`config.mk`:
```
export PLATFORM = sky130hd
export DESIGN_NAME = vector_register_controller
export DESIGN_NICKNAME = d
export VERILOG_FILES = /design/src/rtl/vector_register_pkg.sv /design/src/rtl/round_robin_arbiter.sv /design/src/rtl/vector_register_controller.sv
export SDC_FILE = /design/constraint.sdc
export NUM_CORES = 1
export LEC_CHECK = 0
export BUFFER_PORTS_ARGS = -buffer_cell sky130_fd_sc_hd__buf_4
export CAP_MARGIN = 20
export CORE_MARGIN = 1
export CORE_UTILIZATION = 35
export DETAILED_ROUTE_END_ITERATION = 16
export SYNTH_ARGS = -nofsm -noshare
export SYNTH_HDL_FRONTEND = slang
export SYNTH_SLANG_ARGS = --single-unit
```
`constraint.sdc`:
```
create_clock -name clock -period 5.8 [get_ports clock]
set_clock_uncertainty 0.1 [all_clocks]
set_input_delay 0.58 -clock clock [delete_from_list [all_inputs] [get_ports clock]]
set_output_delay 0.58 -clock clock [all_outputs]
set_load 0.05 [all_outputs]
```
`src/rtl/vector_register_pkg.sv`:
```
// vector_register_pkg: shared defaults and address type for the vector register controller
package vector_register_pkg;
  localparam int DEFAULT_NUMBER_REGISTERS = 32;
  localparam int DEFAULT_REGISTER_LENGTH = 64;
  localparam int DEFAULT_NUMBER_WRITERS = 3;
  localparam int DEFAULT_AW = $clog2(DEFAULT_NUMBER_REGISTERS);
  typedef logic [DEFAULT_AW-1:0] register_address_t;
endpackage

```
`src/rtl/round_robin_arbiter.sv`:
```
// round_robin_arbiter: one-hot grant to the first request at or after an internal rotating pointer
module round_robin_arbiter
  import vector_register_pkg::*;
#(
  parameter int N = DEFAULT_NUMBER_WRITERS
) (
  input  logic         clock,
  input  logic         reset,
  input  logic [N-1:0] request,
  output logic [N-1:0] grant
);
  localparam int PW = N > 1 ? $clog2(N) : 1;
  logic [PW-1:0] pointer;
  logic [PW-1:0] grant_index;
  logic [PW-1:0] idx;
  // descending scan so the closest request to the pointer is the last to win
  always_comb begin
    grant = '0;
    grant_index = pointer;
    idx = '0;
    for (int k = N - 1; k >= 0; k--) begin
      idx = PW'((int'(pointer) + k) % N);
      if (request[idx]) begin
        grant = '0;
        grant[idx] = 1'b1;
        grant_index = idx;
      end
    end
  end
  always_ff @(posedge clock or posedge reset) begin
    if (reset) pointer <= '0;
    else if (|grant) pointer <= grant_index == PW'(N - 1) ? '0 : grant_index + 1'b1;
  end
endmodule

```
`src/rtl/vector_register_controller.sv`:
```
// vector_register_controller: scoreboarded issue gating plus round-robin writeback into a vector register file
module vector_register_controller
  import vector_register_pkg::*;
#(
  parameter int NUMBER_REGISTERS = DEFAULT_NUMBER_REGISTERS,
  parameter int REGISTER_LENGTH = DEFAULT_REGISTER_LENGTH,
  parameter int NUMBER_WRITERS = DEFAULT_NUMBER_WRITERS,
  localparam int AW = $clog2(NUMBER_REGISTERS)
) (
  input  logic                                 clock,
  input  logic                                 reset,
  input  logic                                 issue_valid,
  output logic                                 issue_ready,
  input  logic [AW-1:0]                        issue_destination,
  input  logic [AW-1:0]                        issue_source_0,
  input  logic [AW-1:0]                        issue_source_1,
  input  logic [AW-1:0]                        issue_source_2,
  output logic                                 read_enable,
  output logic [AW-1:0]                        read_address_0,
  output logic [AW-1:0]                        read_address_1,
  output logic [AW-1:0]                        read_address_2,
  input  logic [NUMBER_WRITERS-1:0]            writeback_valid,
  input  logic [NUMBER_WRITERS*AW-1:0]         writeback_address,
  input  logic [NUMBER_WRITERS*REGISTER_LENGTH-1:0] writeback_data,
  output logic [NUMBER_WRITERS-1:0]            writeback_ready,
  output logic                                 write_enable,
  output logic [AW-1:0]                        write_address,
  output logic [REGISTER_LENGTH-1:0]           write_port,
  output logic [NUMBER_REGISTERS-1:0]          busy_vector,
  output logic                                 error_flag
);
  logic accept;
  logic granted;
  logic [AW-1:0] sel_address;
  logic [REGISTER_LENGTH-1:0] sel_data;
  logic [NUMBER_REGISTERS-1:0] busy_next;
  assign issue_ready = ~(busy_vector[issue_destination] | busy_vector[issue_source_0] |
                         busy_vector[issue_source_1] | busy_vector[issue_source_2]);
  assign accept = issue_valid & issue_ready;
  assign granted = |writeback_ready;
  round_robin_arbiter #(.N(NUMBER_WRITERS)) arbiter (
    .clock  (clock),
    .reset  (reset),
    .request(writeback_valid),
    .grant  (writeback_ready)
  );
  always_comb begin
    sel_address = '0;
    sel_data = '0;
    for (int i = 0; i < NUMBER_WRITERS; i++)
      if (writeback_ready[i]) begin
        sel_address = writeback_address[i*AW +: AW];
        sel_data = writeback_data[i*REGISTER_LENGTH +: REGISTER_LENGTH];
      end
  end
  // set is applied after clear so a same-cycle issue keeps the register reserved
  always_comb begin
    busy_next = busy_vector;
    if (granted) busy_next[sel_address] = 1'b0;
    if (accept) busy_next[issue_destination] = 1'b1;
  end
  always_ff @(posedge clock or posedge reset) begin
    if (reset) begin
      busy_vector <= '0;
      read_enable <= 1'b0;
      read_address_0 <= '0;
      read_address_1 <= '0;
      read_address_2 <= '0;
      write_enable <= 1'b0;
      write_address <= '0;
      write_port <= '0;
      error_flag <= 1'b0;
    end else begin
      busy_vector <= busy_next;
      read_enable <= accept;
      read_address_0 <= accept ? issue_source_0 : read_address_0;
      read_address_1 <= accept ? issue_source_1 : read_address_1;
      read_address_2 <= accept ? issue_source_2 : read_address_2;
      write_enable <= granted;
      write_address <= granted ? sel_address : write_address;
      write_port <= granted ? sel_data : write_port;
      error_flag <= error_flag | (granted & ~busy_vector[sel_address]);
    end
  end
endmodule

```
# Word-level counts from Yosys, hierarchy flattened
# Cells that the tools add are included.
# Widths: inputs -> output; s select.
op_classes:
  addsub: 3
  bitwise: 11
  order_cmp: 13
  n_reduce_logical: 6
  mux: 41
  div_mod_pow: 3
  eq_ne: 1
ops:
  columns: ["operator", "n"]
  rows:
  - ["$mux 64", 3]
  - ["$mod 32x3->32 const B", 2]
  - ["$mux 32", 2]
  - ["$and 32x32->32", 1]
  - ["$mod 3x3->32 const B", 1]
  - ["$not 32->32", 1]
  - ["$or 32x32->32", 1]
  - ["$lt 5x6->1 const B", 5]
  - ["$bmux 1 s5", 5]
  - ["$mux 5", 3]
  - ["$mux 1", 13]
  - ["$demux 1 s5", 2]
  - ["$ge 5x1->1 const B", 2]
  - ["$lt 2x3->1 const B", 3]
  - ["$mux 3", 3]
  - ["$mux 2", 4]
  - ["$bmux 1 s2", 3]
  - ["$demux 1 s2", 3]
  - ["$ge 2x1->1 const B", 3]
  - ["$logic_and 1x1->1", 5]
  - ["$or 1x1->1", 4]
  - ["$add 2x1->3 const B", 1]
  - ["$add 2x2->3 const B", 1]
  - ["$reduce_or 3->1", 1]
  - ["other kinds (4)", 6]
word_totals:
  wordCells: 88
  reg_bits: 121
  out_inout_bits: 123
  in_bits: 233

# Longest topological paths before layout
# Gate-level depths: netlist of the first run.
logic_depth:
  depth_word: 21
  ltp_mapped: 15
  mapped_depth_nobuf: 12

# By module
# Synthesis of the first run repeated with hierarchy kept, for this count alone.
unflattened:
  hier_cells: 722
  hier_area_um2: 7151.9
modules_own_cells:
  columns: ["module", "n_inst", "cells_per_inst", "area_per_inst_um2", "seq_area_each_um2"]
  rows:
  - ["vector_register_controller", 1, 666, 6691.4, 2977.9]
  - ["round_robin_arbiter", 1, 56, 460.4, 50.0]

# Least setup slack after synthesis of the first run
# OpenSTA, ideal clock, no wires.
synth_timing:
  path_kind: "input to register"
  from: "input port issue_source_0[0]"
  to: "register read_address_0[4]"
  t_arrival_ns: 3.729
  path_stages: 10
  t_required_ns: 5.575
  slack_ns: 1.846
  n_path_buf: 3
  setup_time_ns: 0.125
  path_cell_list: "clkbuf_1 mux4_2 mux4_2 mux2i_1 nand2_1 a2111oi_4 and2_4 buf_8 buf_6 mux2_2"
synth_via:
  elab_chain_len: 7
synth_lines:
  columns: ["element", "line_no", "source"]
  rows:
  - ["start: declaration", "vector_register_controller.sv:15", "input logic [AW-1:0] issue_source_0,"]
  - ["$bmux 1 s5", "vector_register_controller.sv:37", "assign issue_ready = ~(busy_vector[issue_destination] | busy_vector[issue_source_0] |"]
  - ["$mux 1 (implied by the code)", "vector_register_controller.sv:37", null]
  - ["$or 1x1->1 (2 in series)", "vector_register_controller.sv:37", null]
  - ["$or 1x1->1", "vector_register_controller.sv:38", "busy_vector[issue_source_1] | busy_vector[issue_source_2]);"]
  - ["$not 1->1", "vector_register_controller.sv:37", null]
  - ["via issue_ready", "vector_register_controller.sv:13", "output logic issue_ready,"]
  - ["$and 1x1->1", "vector_register_controller.sv:39", "assign accept = issue_valid & issue_ready;"]
  - ["via accept", "vector_register_controller.sv:32", "logic accept;"]
  - ["end signal: assignment", "vector_register_controller.sv:76", "read_address_0 <= accept ? issue_source_0 : read_address_0;"]
  - ["end: declaration", "vector_register_controller.sv:19", "output logic [AW-1:0] read_address_0,"]
# The timed path passes the listed nets, and every way through them passes these cells. The select of a mux whose other input is x is not followed.
# A chain may end at the register's enable or synchronous reset.

# Final worst setup path of the first run
layout_timing:
  from: "register arbiter.pointer[0]"
  to: "register busy_vector[5]"
layout_via:
  elab_chain_len: 21
  word_cells_on_any_way: 43
  classes_between: "add/sub (2); div (3); order compare (8); mux (22); bitwise (3); reduce/logical (5)"
layout_lines:
  columns: ["element", "line_no", "source"]
  rows:
  - ["start: declaration", "round_robin_arbiter.sv:13", "logic [PW-1:0] pointer;"]
  - ["start signal: assignment", "round_robin_arbiter.sv:32", "else if (|grant) pointer <= grant_index == PW'(N - 1) ? '0 : grant_index + 1'b1;"]
  - ["$add 2x2->3", "round_robin_arbiter.sv:22", "idx = PW'((int'(pointer) + k) % N);"]
  - ["$mod 32x3->32", "round_robin_arbiter.sv:22", null]
  - ["$lt 2x3->1 (implied by the code) / $ge 2x1->1 (equally long branches)", "round_robin_arbiter.sv:25", "grant[idx] = 1'b1;"]
  - ["$logic_and 1x1->1 (implied by the code)", "round_robin_arbiter.sv:25", null]
  - ["$mux 1 (implied by the code)", "round_robin_arbiter.sv:25", null]
  - ["$demux 1 s2", null, null]
  - ["$mux 3 (2 in series)", "round_robin_arbiter.sv:23", "if (request[idx]) begin"]
  - ["$mux 3 *", "round_robin_arbiter.sv:23", null]
  - ["[... 5 more ...]", null, null]
  - ["$mux 1 (implied by the code)", "vector_register_controller.sv:59", "if (granted) busy_next[sel_address] = 1'b0;"]
  - ["$demux 1 s5", "vector_register_controller.sv:59", null]
  - ["$not 32->32 (no source line)", null, null]
  - ["$and 32x32->32 (no source line)", null, null]
  - ["$mux 32 *", "vector_register_controller.sv:59", null]
  - ["$or 32x32->32 (no source line)", null, null]
  - ["$mux 32 *", "vector_register_controller.sv:60", "if (accept) busy_next[issue_destination] = 1'b1;"]
  - ["via busy_next[5]", "vector_register_controller.sv:36", "logic [NUMBER_REGISTERS-1:0] busy_next;"]
  - ["end signal: assignment", "vector_register_controller.sv:74", "busy_vector <= busy_next;"]
  - ["end: declaration", "vector_register_controller.sv:29", "output logic [NUMBER_REGISTERS-1:0] busy_vector,"]
# The timed path passes the listed nets; every way through them passes the cells marked *. The select of a mux whose other input is x is not followed.

==> impl_metrics.json, run 1 <==
{
  "status": "completed",
  "grt_usage_pct": 26.75,
  "seq_area_sq_um": 3028,
  "drive_above_1_share_pct": 44.72,
  "cts_buffer_depth": 2,
  "tightest_slew_ns": 0.9979,
  "dr.pass1.iters": 5,
  "gp_congestion": 0.8390,
  "synth_seq_cells": 121,
  "root_buffer": "clkbuf_16",
  "syn_inst": 714,
  "slowest_stage": "a31oi_1",
  "numClockSinks": 121,
  "rrSetupSlack_ns": 1.16,
  "grt_max_degree": 72,
  "wl_per_cell_um": 21.12,
  "grt_pass1_vias": 7299,
  "maxSlewViolCount": 0,
  "setup_violations": 0,
  "synth.cell_area_sq_um": 7188,
  "grt_pass1_wl_um": 43130,
  "async_reset_ff_share_pct": 100.0,
  "clock_latency_ns": 0.42,
  "yosysUniqueCellTypes": 58,
  "n_fill_cell": 1945,
  "drv_cap": 0,
  "synth_nets": 951,
  "die_width_um": 145.3,
  "cts_resized": 0,
  "cp_max_fo": 69,
  "critPathMaxStageDelay_ns": 0.79,
  "hp-class": "in2async",
  "path_buf_inv": 2,
  "start_kind": "flop",
  "core_sq_um": 20170,
  "end_kind": "flop",
  "antenna_found_initial": 0,
  "crit_arrival_ns": 4.82,
  "wirelength_um": 27900,
  "cp-startpoint": "arbiter.pointer[0]",
  "hpwlAfterDp_um": 20340,
  "final_util_pct": 52.37,
  "die_area_sq_um": 21120,
  "r2r-start": "arbiter.pointer[0]",
  "yosysWarnings": 0,
  "slew_headroom_pct": 33.16,
  "finalNonFillerCells": 1321,
  "placed_cells": 1289,
  "period_minus_slack_ns": 4.644,
  "num_io_pins": 356,
  "cp_top_family": "compound AO/OA/AOI/OAI gates",
  "drt_iter0_drc": 502,
  "ctsHtreeMaxLevel": 4,
  "holdBufCountCts": 0,
  "cts_setup_buffers": 0,
  "grt_overflow": 0,
  "path_cells": "inv_1 -> ha_1 -> nand2b_1 -> o311ai_1 -> mux2_2 -> buf_4 -> nand2_1 -> a31oi_1 -> nand2_1 -> o21ai_0 -> o21ai_0",
  "io_buffers": 355,
  "ff2ff_path_depth": 11,
  "synth-seq-area-share_pct": 42.12,
  "start_util_pct": 35.64,
  "synth_flop_cell": "dfrtp_1",
  "fp-row-count": 52,
  "required_ns": 5.98,
  "post-route-period-util_pct": 80.07,
  "hold_viol": 0,
  "path_clk_slew_ns": 0.05,
  "vias": 7293,
  "numCtsBuffers": 17,
  "remaining_drc_errors": 0,
  "dieHeight_um": 145.3,
  "finalNetCount": 1275,
  "rr_endpoint": "busy_vector[5]",
  "antennaDiodeCount": 0,
  "fmax_mhz": 215.3,
  "multi_input_area_sq_um": 3870,
  "critical_path_class": "reg2reg",
  "vias_per_cell": 5.521,
  "area_growth_pct": 46.94,
  "synth_edf_count": 0,
  "cts_tree": "built",
  "finalSetupTns_ns": 0,
  "syn_avg_cell_area_sq_um": 10.07,
  "ant_nets": 0,
  "grt_setup_unrepaired": "false"
}
-- logic make-up after synthesis --
logic type | synth area share, %
compound gates | 21.69
fa+ha+maj | 0.6963
buf+inv | 4.125
flops | 42.12
mux | 18.64
simple gates | 12.72
-- routing by layer --
layer | global-route usage (%) | wire length (um)
met5 | 0 | 0
met4 | 7.053 | 397
met3 | 10.41 | 2799
met2 | 45.29 | 14160
met1 | 31.64 | 10540
-- area by class of cell --
cell class	count	area share, %
tap	270	3.198
sequential	121	28.67
clock inverter	7	0.8647
clock buffer	25	4.596
inverter	10	0.3791
timing repair buffer	361	25.66
multi-input combinational	527	36.64
-- Yosys cell counts, types with 3 or more instances --
cell	number	area share, %
nor3_1	5	0.35
or3b_2	5	0.61
a221oi_1	65	7.9
nand3b_1	8	0.84
inv_1	9	0.47
mux2i_1	18	2.5
mux4_2	40	13
o22ai_1	4	0.35
buf_2	7	0.49
o21ai_1	16	1.1
a21o_1	5	0.52
nor2_1	74	3.9
a21oi_1	7	0.49
clkbuf_1	43	2.2
dfrtp_1	121	42
a31oi_1	4	0.35
nand2b_1	5	0.44
nand3_1	3	0.21
ha_1	4	0.70
mux2_2	23	3.6
nor2b_1	3	0.26
buf_6	3	0.47
o21ai_0	122	8.5
nand2_1	82	4.3
-- through the flow --
| step | hold WS (ns) | cell area (sq um) | setup WS, ns |
|---|---|---|---|
| global route | 0.3052 | 10560 | 0.8318 |
| floorplan | 0.4245 | 7188 | 1.846 |
| CTS | 0.2866 | 10560 | 1.184 |
| global placement | 0.3609 | 9986 | 1.383 |
| finish | 0.2566 | 10560 | 1.156 |
| detailed placement | 0.3671 | 9986 | 1.260 |
-- sequential cells by signal, summed over array words and instances, names as in the netlist --
signal and cells:
write_port 64, busy_vector 32, read_address_0 5, read_address_1 5
read_address_2 5, write_address 5, arbiter.pointer 2, error_flag 1
read_enable 1, write_enable 1
-- worst max path at each step --
stage / endpoint / depth (start not counted)
floorplan: read_address_0[4] / 10
global placement: busy_vector[29] / 11
detailed placement: busy_vector[29] / 11
CTS: busy_vector[5] / 11
global route: busy_vector[5] / 11
finish: busy_vector[5] / 11
-- cell usage in the layout (no fill, tap or decap), drive strengths merged, types with 8 or more instances in the layout --
cell / count
mux2: 23
clkbuf: 25
mux4: 40
a221oi: 65
nand3b: 8
o21ai: 138
nor2: 74
dfrtp: 121
nand2: 83
inv: 10
mux2i: 18
buf: 361
-- worst reg2reg max path, stage by stage, from the launching register on --
cell and delay, ns:
dfrtp_1 0.42, inv_1 0.09, ha_1 0.46, nand2b_1 0.23
o311ai_1 0.48, mux2_2 0.30, buf_4 0.61, nand2_1 0.16
a31oi_1 0.79, nand2_1 0.45, o21ai_0 0.29, o21ai_0 0.13
Power of run 1 is not shown: default switching activity piles up to over one toggle a cycle in this logic, so the estimate is an artifact.
==> run 2: changes to the inputs <==
- clock period: 5.8 -> 4.7 ns (I/O delays scaled with it)
==> run 2 against run 1 <==
Final cell count up 0.45%; utilization increased by 0.22 points; worst setup slack got worse by 0.53 ns; non-clock buffer count rose by 6; critical path depth rose by 1; wire length is 2.7% higher; critical endpoint is now error_flag.
==> impl_metrics.json, run 2 (synthesis gave the netlist of run 1 again) <==
{
  "worstSetupEndpoint": "error_flag",
  "cts_setup_buffers": 0,
  "grt_max_degree": 73,
  "root_buffer": "clkbuf_16",
  "remaining_drc_errors": 0,
  "cp_top_family": "compound AO/OA/AOI/OAI gates",
  "area_growth_pct": 47.55,
  "layout_commonest_cell": "buf_4",
  "tightest_slew_ns": 0.8488,
  "ff2ff_path_depth": 12,
  "wl_per_cell_um": 21.58,
  "final_cell_mix": "buf_4, o21ai_0, dfrtp_1, nand2_1, nor2_1",
  "core_sq_um": 20170,
  "cts_tree": "built",
  "gp_congestion": 0.8579,
  "dr.pass1.iters": 5,
  "critical_path_class": "reg2reg",
  "fmax_mhz": 245.4,
  "rrSetupSlack_ns": 0.63,
  "hp-class": "in2async",
  "path_depth": 12,
  "critPathMaxStageDelay_ns": 0.58,
  "maxSlewViolCount": 0,
  "largest_reg_flops": 64,
  "slowest_stage": "a311oi_1",
  "hpwlAfterDp_um": 20790,
  "drive_above_1_share_pct": 45.17,
  "antenna_found_initial": 1,
  "hold_viol": 0,
  "start_kind": "flop",
  "finalSetupTns_ns": 0,
  "io_buffers": 355,
  "wirelength_um": 28640,
  "required_ns": 4.90,
  "start_util_pct": 35.64,
  "grt_pass1_vias": 7388,
  "crit_arrival_ns": 4.27,
  "status": "completed",
  "grt_setup_unrepaired": "false",
  "crit_top_cell": "inv_1",
  "num_io_pins": 356,
  "top_regs": "write_port: 64 flops, busy_vector: 32 flops",
  "setup_violations": 0,
  "ant_nets": 0,
  "grt_pass1_wl_um": 43590,
  "die_width_um": 145.3,
  "grt_usage_pct": 26.98,
  "cp-startpoint": "arbiter.pointer[1]",
  "die_area_sq_um": 21120,
  "end_kind": "flop",
  "path_cells": "inv_1 -> ha_1 -> inv_1 -> a211o_1 -> a311oi_1 -> or2_2 -> a21o_1 -> buf_4 -> mux2i_1 -> nand2_1 -> o2bb2ai_1 -> o41ai_1",
  "post-route-period-util_pct": 86.69,
  "path_buf_inv": 3,
  "n_fill_cell": 1933,
  "clock_latency_ns": 0.41,
  "cts_resized": 0,
  "cp_max_fo": 15,
  "r2r-start": "arbiter.pointer[1]",
  "vias": 7440,
  "rr_endpoint": "error_flag",
  "numClockSinks": 121,
  "ctsHtreeMaxLevel": 4,
  "drv_cap": 0,
  "slew_headroom_pct": 43.42,
  "numCtsBuffers": 17,
  "period_minus_slack_ns": 4.074,
  "path_clk_slew_ns": 0.06,
  "cts_buffer_depth": 2,
  "finalNetCount": 1281,
  "holdBufCountCts": 0,
  "drt_iter0_drc": 541,
  "dieHeight_um": 145.3,
  "vias_per_cell": 5.607,
  "regMostFlops": "write_port",
  "fp-row-count": 52,
  "grt_overflow": 0
}
-- run 2: cell count changes in the layout (fill, tap and decap cells not counted) --
cell / delta
clkinv_2: +1
clkbuf_1: -2
diode_2: +1
clkinvlp_4: +1
buf_4: +6
clkinv_4: -1
-- run 2: layer usage --
| layer | wire (um) | vias to the layer above | global-route usage, % |
|---|---|---|---|
| met3 | 2700 | 51 | 8.742 |
| li1 | - | 3364 | - |
| met2 | 14310 | 388 | 45.12 |
| met4 | 736 | 0 | 9.105 |
| met1 | 10890 | 3637 | 32.76 |
| met5 | 0 | - | 0 |
-- run 2: layout make-up --
| cell class | instances | area, sq um | share of cell area (%) |
|---|---|---|---|
| Inverter | 10 | 40.04 | 0.3775 |
| Antenna cell | 1 | 2.502 | 0.02359 |
| Multi-Input combinational cell | 527 | 3870 | 36.49 |
| Tap cell | 270 | 337.8 | 3.185 |
| Clock buffer | 23 | 478.0 | 4.506 |
| Sequential cell | 121 | 3028 | 28.55 |
| Timing Repair Buffer | 367 | 2755 | 25.98 |
| Clock inverter | 8 | 95.09 | 0.8965 |
-- run 2: per-stage QoR --
step	utilization (%)	instances	cell area, sq um	setup slack [ns]	hold WS, ns
after CTS	52.57	1326	10600	0.6674	0.08384
after global placement	49.73	1295	10030	0.8635	0.3631
after floorplan	-	714	7188	0.8565	0.4245
final	52.59	1327	10610	0.6255	0.06126
after global routing	52.59	1327	10610	0.2813	0.1107
after detailed placement	49.73	1295	10030	0.7233	0.3712
-- run 2: worst min path at each step --
stage,cells after the start,start,slack (ns),end
global placement,2,write_address[0],0.36,write_address[0]
floorplan,2,arbiter.pointer[0],0.42,arbiter.pointer[0]
global route,2,reset,0.11,write_port[53]
detailed placement,2,write_port[57],0.37,write_port[57]
CTS,2,reset,0.08,write_port[53]
finish,2,reset,0.06,write_port[53]
Power of run 2 is left out for the same reason.
